--- src/rtl/overlay_pkg.sv ---
// Shared constants and box-state encodings for the box overlay compositor and
// the game logic that drives its box_en / box_color inputs.
package overlay_pkg;

    localparam int DEF_COORD_W = 10;
    localparam int DEF_COLOR_W = 8;

    localparam logic [7:0] TRANSPARENT_COLOR = 8'hE3;
    localparam logic [7:0] BACKGROUND_COLOR  = 8'h7B;
    localparam logic [7:0] RED               = 8'hE0;
    localparam logic [7:0] YELLOW            = 8'hFC;

    // Active boxes (hitboxes) are drawn red, passive ones (hurtboxes) yellow.
    typedef enum logic [1:0] {
        BOX_OFF     = 2'd0,
        BOX_ACTIVE  = 2'd1,
        BOX_PASSIVE = 2'd2
    } box_state_e;

    function automatic logic box_state_en(input box_state_e state);
        case (state)
            BOX_ACTIVE:  return 1'b1;
            BOX_PASSIVE: return 1'b1;
            default:     return 1'b0;
        endcase
    endfunction

    function automatic logic [7:0] box_state_color(input box_state_e state);
        case (state)
            BOX_ACTIVE:  return RED;
            BOX_PASSIVE: return YELLOW;
            default:     return BACKGROUND_COLOR;
        endcase
    endfunction

endpackage

--- src/rtl/box_border_hit.sv ---
// Combinational border test of one pixel against one inclusive rectangle.
// Degenerate boxes (x1 > x2 or y1 > y2) never report a hit.
module box_border_hit #(
    parameter int COORD_W = 10,
    parameter int THICK   = 1
) (
    input  logic [COORD_W-1:0] pix_x,
    input  logic [COORD_W-1:0] pix_y,
    input  logic [COORD_W-1:0] x1,
    input  logic [COORD_W-1:0] x2,
    input  logic [COORD_W-1:0] y1,
    input  logic [COORD_W-1:0] y2,
    output logic               hit
);

    localparam logic [COORD_W:0] THICK_W = (COORD_W+1)'(THICK);

    logic [COORD_W:0] px_s, py_s, x1_s, x2_s, y1_s, y2_s;
    logic             ordered_s, inside_s, near_edge_s;

    assign px_s = {1'b0, pix_x};
    assign py_s = {1'b0, pix_y};
    assign x1_s = {1'b0, x1};
    assign x2_s = {1'b0, x2};
    assign y1_s = {1'b0, y1};
    assign y2_s = {1'b0, y2};

    assign ordered_s = (x1_s <= x2_s) && (y1_s <= y2_s);
    assign inside_s  = (px_s >= x1_s) && (px_s <= x2_s) && (py_s >= y1_s) && (py_s <= y2_s);

    // Differences are non-negative whenever inside_s holds, so a narrow box is solid.
    assign near_edge_s = ((px_s - x1_s) < THICK_W) || ((x2_s - px_s) < THICK_W) ||
                         ((py_s - y1_s) < THICK_W) || ((y2_s - py_s) < THICK_W);

    assign hit = ordered_s && inside_s && near_edge_s;

endmodule

--- src/rtl/box_overlay_compositor.sv ---
// Two-stage pixel compositor: box outlines over sprite over background, with
// box geometry shadow-latched on frame_start and a per-frame blink counter.
module box_overlay_compositor #(
    parameter int                   NUM_BOXES         = 6,
    parameter int                   COORD_W           = overlay_pkg::DEF_COORD_W,
    parameter int                   COLOR_W           = overlay_pkg::DEF_COLOR_W,
    parameter logic [COLOR_W-1:0]   TRANSPARENT_COLOR = overlay_pkg::TRANSPARENT_COLOR,
    parameter logic [COLOR_W-1:0]   BACKGROUND_COLOR  = overlay_pkg::BACKGROUND_COLOR,
    parameter int                   BLINK_FRAMES      = 8,
    parameter int                   THICK             = 1
) (
    input  logic                           clk,
    input  logic                           rst,
    input  logic                           frame_start,
    input  logic [NUM_BOXES*COORD_W-1:0]   box_x1,
    input  logic [NUM_BOXES*COORD_W-1:0]   box_x2,
    input  logic [NUM_BOXES*COORD_W-1:0]   box_y1,
    input  logic [NUM_BOXES*COORD_W-1:0]   box_y2,
    input  logic [NUM_BOXES-1:0]           box_en,
    input  logic [NUM_BOXES-1:0]           box_blink,
    input  logic [NUM_BOXES*COLOR_W-1:0]   box_color,
    input  logic                           pix_valid,
    input  logic [COORD_W-1:0]             pix_x,
    input  logic [COORD_W-1:0]             pix_y,
    input  logic [COLOR_W-1:0]             pixel_data,
    output logic                           out_valid,
    output logic [COLOR_W-1:0]             out_color
);

    import overlay_pkg::*;

    localparam int                FCNT_W    = $clog2(2*BLINK_FRAMES);
    localparam logic [FCNT_W-1:0] FCNT_MAX  = FCNT_W'(2*BLINK_FRAMES-1);
    localparam logic [FCNT_W-1:0] BLINK_LIM = FCNT_W'(BLINK_FRAMES);

    logic [NUM_BOXES*COORD_W-1:0] sh_x1_r, sh_x2_r, sh_y1_r, sh_y2_r;
    logic [NUM_BOXES-1:0]         sh_en_r, sh_blink_r;
    logic [NUM_BOXES*COLOR_W-1:0] sh_color_r;
    logic [FCNT_W-1:0]            fcnt_r;
    logic                         blink_off_s;
    logic [NUM_BOXES-1:0]         hit_raw_s, draw_s;

    logic [NUM_BOXES-1:0]         hit_r;
    logic [NUM_BOXES*COLOR_W-1:0] col_r;
    logic [COLOR_W-1:0]           pix_r;
    logic                         valid_r;
    logic [COLOR_W-1:0]           sel_color_s;

    // Shadow copy of the live box inputs, refreshed only at frame start.
    always_ff @(posedge clk) begin
        if (rst) begin
            sh_x1_r    <= '0;
            sh_x2_r    <= '0;
            sh_y1_r    <= '0;
            sh_y2_r    <= '0;
            sh_en_r    <= '0;
            sh_blink_r <= '0;
            sh_color_r <= '0;
        end else if (frame_start) begin
            sh_x1_r    <= box_x1;
            sh_x2_r    <= box_x2;
            sh_y1_r    <= box_y1;
            sh_y2_r    <= box_y2;
            sh_en_r    <= box_en;
            sh_blink_r <= box_blink;
            sh_color_r <= box_color;
        end
    end

    // Blink frame counter, 0 .. 2*BLINK_FRAMES-1.
    always_ff @(posedge clk) begin
        if (rst) begin
            fcnt_r <= '0;
        end else if (frame_start) begin
            fcnt_r <= (fcnt_r == FCNT_MAX) ? '0 : fcnt_r + 1'b1;
        end
    end

    assign blink_off_s = (fcnt_r >= BLINK_LIM);
    assign draw_s      = sh_en_r & ~(sh_blink_r & {NUM_BOXES{blink_off_s}});

    for (genvar i = 0; i < NUM_BOXES; i++) begin : g_box
        box_border_hit #(
            .COORD_W (COORD_W),
            .THICK   (THICK)
        ) u_hit (
            .pix_x (pix_x),
            .pix_y (pix_y),
            .x1    (sh_x1_r[i*COORD_W +: COORD_W]),
            .x2    (sh_x2_r[i*COORD_W +: COORD_W]),
            .y1    (sh_y1_r[i*COORD_W +: COORD_W]),
            .y2    (sh_y2_r[i*COORD_W +: COORD_W]),
            .hit   (hit_raw_s[i])
        );
    end

    // Stage 1: hit vector plus the pixel, and the colours that matched its geometry.
    always_ff @(posedge clk) begin
        if (rst) begin
            valid_r <= 1'b0;
            hit_r   <= '0;
            pix_r   <= BACKGROUND_COLOR;
            col_r   <= '0;
        end else begin
            valid_r <= pix_valid;
            hit_r   <= hit_raw_s & draw_s;
            pix_r   <= pixel_data;
            col_r   <= sh_color_r;
        end
    end

    // Priority select: walking down to index 0 lets the lowest index win.
    always_comb begin
        if (pix_r != TRANSPARENT_COLOR) begin
            sel_color_s = pix_r;
        end else begin
            sel_color_s = BACKGROUND_COLOR;
        end
        for (int i = NUM_BOXES-1; i >= 0; i--) begin
            sel_color_s = hit_r[i] ? col_r[i*COLOR_W +: COLOR_W] : sel_color_s;
        end
    end

    // Stage 2: registered output, background forced on invalid pixels.
    always_ff @(posedge clk) begin
        if (rst) begin
            out_valid <= 1'b0;
            out_color <= BACKGROUND_COLOR;
        end else begin
            out_valid <= valid_r;
            out_color <= valid_r ? sel_color_s : BACKGROUND_COLOR;
        end
    end

endmodule

--- config.mk ---
export PLATFORM = sky130hd
export DESIGN_NAME = box_overlay_compositor
export DESIGN_NICKNAME = d
export VERILOG_FILES = /design/src/rtl/overlay_pkg.sv /design/src/rtl/box_border_hit.sv /design/src/rtl/box_overlay_compositor.sv
export SDC_FILE = /design/constraint.sdc
export NUM_CORES = 1
export LEC_CHECK = 0
export CORE_AREA = 2 2 227 229
export CTS_CLUSTER_SIZE = 16
export DETAILED_ROUTE_END_ITERATION = 8
export DIE_AREA = 0 0 229 231
export PLACE_DENSITY = 0.82
export SYNTH_ARGS = -nofsm -noshare
export SYNTH_HDL_FRONTEND = slang
export SYNTH_SLANG_ARGS = --single-unit
--- constraint.sdc ---
create_clock -name clk -period 3.95 [get_ports clk]
set_input_delay 0.5925 -clock clk [delete_from_list [all_inputs] [get_ports clk]]
set_output_delay 0.5925 -clock clk [all_outputs]
set_load 0.01 [all_outputs]
== Word level (Yosys, flattened, before mapping) ==
Cells that the tools add are included.
Cells by class
  mux-type cells: 8
  add/subtract/negate cells: 25
  eq/ne operators: 2
  reduce and logical (&&, ||, !) cells: 55
  magnitude comparators: 61
  bitwise logic cells: 5
Operator list (count)
  < comparator 11 x 1 -> 1 bit, second input constant: 24
  subtractor 10 x 10 -> 11 bit: 24
  less-or-equal comparator 10 bit: 24
  greater-or-equal comparator 10 bit: 12
  2-to-1 mux 8 bit: 7
  logical AND 1 bit: 36
  AND 6 bit: 3
  logical OR 1 bit: 18
  inequality test 8 bit, second input constant: 1
  NOT 6 bit: 1
  adder 4 x 1 -> 4 bit, second input constant: 1
  == test 4 bit, second input constant: 1
  greater-or-equal comparator 4 bit, second input constant: 1
  2-to-1 mux 4 bit: 1
  OR reduction 2 bit: 1
  NOT 1 bit: 1
Word-level totals
  word-level logic and storage cells: 170
  output and inout port bits: 9
  register bits: 376

== Longest topological paths before layout ==
Gate-level depths: netlist (run 1).
  word-level depth: 8
  depth in mapped cells: 13
  depth with buffers taken out: 13

== Hierarchy ==
A second synthesis (run 1) with hierarchy kept.
Unflattened totals
  cells, all modules: 3380
  area, all modules: 28293.4 um^2
Modules (own cells, without submodules)
  box_overlay_compositor: cells an instance 1236, area each 13208.9 um^2, instances 1
  box_border_hit at g_box[1].u_hit ...: cells an instance 350, area each 2454.9 um^2, instances 4
  box_border_hit at g_box[0].u_hit ...: cells an instance 372, area each 2632.5 um^2, instances 2

== Worst setup path before layout (run 1) ==
Ideal clock, no wire load.
  path kind: input to register
  from: input port pix_x[1]
  to: register hit_r[4]
  path slack: 756 ps
  arrival: 3135 ps
  library setup time: 58 ps
  stages: 10
  path through: inv_1 > ha_1 > nor2b_1 > o21a_1 > or3_1 > a2111o_1 > a2111oi_0 > o22ai_1 > nand4_1 > o211a_1
On the way
  word-level cells in the longest chain between the ends: 7
  elaborated cells on any way between the ends: 15
Ends and longest elaborated chain
  from (decl): line box_overlay_compositor.sv:23  | input logic [COORD_W-1:0] pix_x,
  subtractor 10 x 10 -> 11 bit (tied with other cells): line box_border_hit.sv:32  | assign near_edge_s = ((px_s - x1_s) < THICK_W) || ((x2_s - px_s) < THICK_W) ||
  < comparator 11 x 1 -> 1 bit or logical AND 1 bit (tied branches): line box_border_hit.sv:32, box_border_hit.sv:29
  logical OR 1 bit or logical AND 1 bit (tied branches) (2 in series): line box_border_hit.sv:32, box_border_hit.sv:29
  logical OR 1 bit or logical AND 1 bit (tied branches): line box_border_hit.sv:33, box_border_hit.sv:35
  logical AND 1 bit *: line box_border_hit.sv:35  | assign hit = ordered_s && inside_s && near_edge_s;
  AND 6 bit *: line box_overlay_compositor.sv:106  | hit_r <= hit_raw_s & draw_s;
  to (signal assigned): line box_overlay_compositor.sv:106
  to (decl): line box_overlay_compositor.sv:43  | logic [NUM_BOXES-1:0] hit_r;
Every way passes the cells marked *; elsewhere a longest branch is shown, timed or not.
A chain may end at the register's enable or synchronous reset.

== Worst setup path in the final report (run 1) ==
  from: input port pix_x[0]
  to: register hit_r[2]
Same word-level chain as after synthesis.

==> impl_metrics.json, run 1 <==
{
  "start_util_pct": 54.0,
  "cp-start-kind": "primary input",
  "synth.cell_area_mm2": 0.0274,
  "synthFlopType": "dfxtp_1",
  "synthArstFlopShare_pct": 0,
  "synth_most_common_cell": "nor2_1",
  "wl_met1_um": 37800,
  "synth_largest_area_cell": "dfxtp_1",
  "fin_ws_ps": 420,
  "first_global_vias": 23755,
  "max_stage_delay_ps": 640,
  "post-route-min-period_ps": 3530,
  "antenna_left": 0,
  "firstDrtPassIters": 5,
  "finalHoldViolations": 0,
  "whs_ps": 440,
  "synth_edf_count": 0,
  "gp_congestion": 0.989,
  "cts-root-buf": "clkbuf_16",
  "synthTopCellsByCount": "455 x nor2_1, 376 x dfxtp_1, 362 x ha_1",
  "die_h_um": 231,
  "drv_slew": 0,
  "core.rowCount": 83,
  "end_kind": "register",
  "grtUsageTotal_pct": 31.2,
  "cpMostUsedCell": "a2111oi_0",
  "core_region_area_mm2": 0.0507,
  "final_layout_size_suffix_gt1_share_pct": 5.33,
  "dp.cells": 4281,
  "path_clk_slew_ps": 60,
  "cts_tree": "yes",
  "slew_headroom_pct": 35.4,
  "area_growth_pct": 22.2,
  "setup_viol": 0,
  "syn_inst": 3271,
  "postCtsResizedCells": 0,
  "grt_pass1_wl_um": 131000,
  "dr.first_iter.drc_count": 2075,
  "slowest_stage": "or4b_2",
  "port_buffers": 340,
  "dp_slack_ps": -102,
  "cts_made_buffers": 42,
  "dr_wl_met2_um": 36500,
  "dp_hpwl_um": 65900,
  "met3WireLength_um": 6830,
  "cp_num_buf_inv": 2,
  "synth-seq-cells": 376,
  "routed_wl_um": 84200,
  "crit_chain": "clkdlybuf4s50_1, ha_1, inv_1, fa_1, xnor2_1, o21ai_0, or4b_2, a2111oi_0, nand4_1, and3_1, a2111oi_0",
  "syn_area_per_cell_um2": 8.37,
  "ys_seq_area_share_pct": 27.5,
  "powerDensity_mw_per_mm2": 341,
  "hp-class": "in2reg",
  "clk_path_buf_depth": 3,
  "clock_latency_ps": 590,
  "instances_no_fill": 4361,
  "skew_ps": 19.9,
  "die-area_mm2": 0.0529,
  "boundaryPins": 341,
  "yosys.cell_types.count": 73,
  "maxCapViolCount": 0,
  "top_layer": "met5",
  "drc": 0,
  "power.total_uw": 11400,
  "syn-num-nets": 3989,
  "die_w_um": 229,
  "antenna_found_initial": 2,
  "detail_route.vias_per_cell": 5.80,
  "cts_hold_buf": 0,
  "max_freq_ghz": 0.283,
  "yosys_warnings": 0,
  "criticalPathCategory": "in2reg",
  "cp_max_fo": 4,
  "postCtsSetupBuffers": 0,
  "nNetsFinal": 4363,
  "cts_max_level": 2,
  "leakagePower_uw": 0.0148,
  "synth_top_area_share_pct": 27.5,
  "grt_max_degree": 166,
  "run_status": "completed",
  "fillCellCount": 4170,
  "gr-total-overflow": 0,
  "rsz0062_at_grt": "false",
  "finish.utilization_pct": 66.0,
  "synthTopCellsByArea": "dfxtp_1 27%, ha_1 17%, mux2i_1 12%",
  "critPathRequiredTime_ps": 4390,
  "peakVddDrop_mv": 0.372,
  "path_delay_family": "simple AND/OR/NAND/NOR gates",
  "clock-sinks": 376,
  "cp.arrival_ps": 3970,
  "worstMarginPinSlew_ps": 969,
  "routedWlPerCell_um": 19.3,
  "vias": 25272,
  "finalCritPeriodShare_pct": 89.4
}
-- worst register-to-register path: stages (launching register included) --
cell,delay (ps)
dfxtp_1,360
inv_1,80
ha_1,150
inv_1,50
fa_1,400
xnor2_1,170
o21ai_0,100
or4b_2,640
a2111oi_0,440
nand4_1,150
and3_1,170
a2111oi_0,410
-- flip-flops by register name, indices dropped and copies added (netlist names), 8 cells and up --
name and cells:
sh_x1_r 60, sh_x2_r 60, sh_y1_r 60, sh_y2_r 60
col_r 48, sh_color_r 48, out_color 8, pix_r 8
-- placed cells by master (no fill, tap or decap), drive strengths merged, types with 85 or more instances in the layout --
| master | synthesis | final |
|---|---|---|
| nor2 | 455 | 455 |
| dfxtp | 376 | 376 |
| ha | 362 | 362 |
| inv | 343 | 348 |
| clkdlybuf4s50 | 0 | 338 |
| mux2i | 334 | 334 |
| a21oi | 173 | 173 |
| o21ai | 137 | 137 |
| nand2 | 128 | 128 |
| nor2b | 112 | 112 |
| buf | 25 | 85 |
-- cell families after synthesis --
logic type / share of synthesized area (%)
fa+ha+maj: 18.3
compound gates: 15.5
flops: 27.5
mux: 12.4
xor+xnor: 3.17
buf+inv: 5.98
simple gates: 17.2
-- report_power, final --
part / total, uW / switching [uW] / internal [uW]
clock: 4050 / 1690 / 2360
combinational: 3120 / 1630 / 1490
sequential: 4230 / 225 / 4000
-- cell type report --
type                            instances  area, um^2  share of cell area [%]
Inverter                              343        1290                    3.85
Tap cell                              680         851                    2.54
Clock inverter                         23         213                   0.636
Multi-Input combinational cell       2459       18200                    54.4
Antenna cell                            2        5.00                  0.0150
Clock buffer                           55        1230                    3.69
Timing Repair Buffer                  423        4140                    12.4
Sequential cell                       376        7530                    22.5
-- worst paths after layout --
path	from	to	slack (ps)	cells past startpoint
setup / recovery	pix_x[0]	hit_r[2]$_SDFF_PP0_	420	11
setup reg to reg	sh_x2_r[20]$_SDFFE_PP0P_	hit_r[2]$_SDFF_PP0_	670	11
hold / removal	rst	sh_y2_r[12]$_SDFFE_PP0P_	440	2
hold reg to reg	col_r[1]$_SDFF_PP0_	out_color[1]$_SDFF_PP1_	450	2
-- layer usage --
| metal | up-vias | global-route usage [%] |
|---|---|---|
| met5 | - | 0 |
| met4 | 2 | 11.8 |
| met3 | 183 | 4.55 |
| met2 | 1028 | 48.4 |
| met1 | 11731 | 43.6 |
| li1 | 12328 | - |
-- per-stage QoR --
step / setup TNS, ps / instance area (um^2)
6_report: 0 / 33500
5_1_grt: 0 / 33500
4_1_cts: 0 / 33500
3_5_place_dp: -300 / 32000
3_3_place_gp: 0 / 32000
2_1_floorplan: 0 / 27400
Power figures use the tool's default switching activity.
==> run 2, diff against run 1 <==
==> constraint.sdc (replaced) <==
create_clock -name clk -period 4.4 [get_ports clk]
set_input_delay 0.66 -clock clk [delete_from_list [all_inputs] [get_ports clk]]
set_output_delay 0.66 -clock clk [all_outputs]
set_load 0.01 [all_outputs]
==> run 2 against run 1 <==
Against the previous run: setup slack gained 240 ps; sequential power shrank 10%; non-clock buffer count shrank 38; die area is the same; critical path type unchanged; highest routed layer unchanged; combinational power shrank 12%; count of clock-buffer cells in the layout grew 1; hold slack gained 14 ps; critical path depth grew 4; sequential share of layout area grew 0.30 points; global-route usage shrank 0.52 points.
==> impl_metrics.json, run 2 (synthesis results as in run 1) <==
{
  "criticalPathCategory": "in2reg",
  "power.internal_uw": 7000,
  "die_h_um": 231,
  "finalHoldViolations": 0,
  "cts_tree": "yes",
  "worstMarginPinSlew_ps": 1020,
  "setup_viol": 0,
  "top_layer": "met5",
  "clock_latency_ps": 580,
  "cts_max_level": 2,
  "dp_hpwl_um": 65000,
  "grt_pass1_wl_um": 129000,
  "fillCellCount": 4238,
  "antenna_left": 0,
  "end_kind": "register",
  "skew_ps": 16.3,
  "grt_max_degree": 136,
  "nNetsFinal": 4324,
  "rsz0062_at_grt": "false",
  "die_w_um": 229,
  "n_antenna_cell": 0,
  "cts_hold_buf": 0,
  "post-route-min-period_ps": 3740,
  "postCtsSetupBuffers": 0,
  "peakVddDrop_mv": 0.275,
  "cp.arrival_ps": 4190,
  "path_clk_slew_ps": 60,
  "firstDrtPassIters": 6,
  "seq_power_share_pct": 37.5,
  "power_frac_comb_pct": 27.1,
  "critPathRequiredTime_ps": 4850,
  "die-area_mm2": 0.0529,
  "final_layout_size_suffix_gt1_share_pct": 4.04,
  "vias": 25011,
  "powerDensity_mw_per_mm2": 306,
  "cts_made_buffers": 41,
  "hp-class": "reg2reg",
  "finish.utilization_pct": 65.2,
  "reg2reg_slack_ps": 1160,
  "wl_met1_um": 37200,
  "antenna_found_initial": 1,
  "gr-total-overflow": 0,
  "power_switching_uw": 3110,
  "port_buffers": 340,
  "boundaryPins": 341,
  "run_status": "completed",
  "swShare_pct": 30.8,
  "core.rowCount": 83,
  "met3WireLength_um": 5940,
  "cp_max_fo": 7,
  "leakagePower_uw": 0.0146,
  "core_region_area_mm2": 0.0507,
  "maxCapViolCount": 0,
  "clk_path_buf_depth": 3,
  "gp_congestion": 0.975,
  "dr_wl_met2_um": 37300,
  "postCtsResizedCells": 0,
  "max_freq_ghz": 0.267,
  "start_util_pct": 54.0,
  "grtUsageTotal_pct": 30.6,
  "slew_headroom_pct": 32.0,
  "clock-sinks": 376,
  "routed_wl_um": 83300,
  "cp-start-kind": "primary input",
  "layout_common_cells": "455 x nor2_1, 376 x dfxtp_1, 362 x ha_1",
  "drc": 0,
  "clkPwrFrac_pct": 35.4,
  "routedWlPerCell_um": 19.3,
  "dr.first_iter.drc_count": 2136,
  "detail_route.vias_per_cell": 5.80,
  "final.setup.tns_ps": 0,
  "final_common_cell": "nor2_1",
  "drv_slew": 0,
  "cts-root-buf": "clkbuf_16",
  "finalCritPeriodShare_pct": 85.0,
  "first_global_vias": 23524,
  "area_growth_pct": 20.7
}
-- run 2: area by class of cell --
class,instances,area [um^2],share of cell area (%)
clock inverter,16,201,0.610
sequential,376,7530,22.8
timing repair buffer,385,3780,11.4
tap,680,851,2.58
inverter,343,1290,3.90
clock buffer,56,1170,3.56
multi-input combinational,2459,18200,55.1
-- run 2: power by group through the flow --
stage                     clock network [uW]  logic, uW  registers [uW]
after CTS                               3610       2710            3790
after global placement                     0       2650            3850
after global routing                    3750       3030            3810
final                                   3580       2740            3790
after detailed placement                   0       2680            3860
after floorplan                            0       1860            3760
-- run 2: through the flow --
stage / total power [uW] / cell area (um^2) / instances / setup WS, ps / hold slack, ps
after CTS: 10100 / 33000 / 4315 / 714 / 458
after floorplan: 5620 / 27400 / 3271 / 1140 / 421
after global placement: 6510 / 31700 / 4243 / 235 / 439
after detailed placement: 6540 / 31700 / 4243 / 135 / 438
after global routing: 10600 / 33000 / 4315 / 438 / 472
final: 10100 / 33000 / 4315 / 660 / 455
-- run 2: path summary, 6_finish.rpt --
path,start,endpoint,cells after the start
max reg2reg,sh_y2_r[0]$_SDFFE_PP0P_,hit_r[0]$_SDFF_PP0_,12
max,pix_x[0],hit_r[2]$_SDFF_PP0_,15
min,col_r[5]$_SDFF_PP0_,out_color[5]$_SDFF_PP1_,2
min reg2reg,col_r[5]$_SDFF_PP0_,out_color[5]$_SDFF_PP1_,2
-- run 2: critical path, stage by stage --
cell and delay (ps):
clkdlybuf4s50_1 670, inv_1 250, buf_4 190, ha_1 150, inv_1 50, fa_1 410, a21o_1 190, a21oi_1 220
nor2b_1 90, o31ai_1 270, a21oi_1 140, nor3_1 180, a21oi_1 60, nand4b_1 230, a2111oi_0 420
-- run 2: layer usage --
layer	up-vias	global-route usage, %
met3	173	3.46
met1	11648	42.1
met2	974	49.8
li1	12214	-
met5	-	0
met4	2	10.7
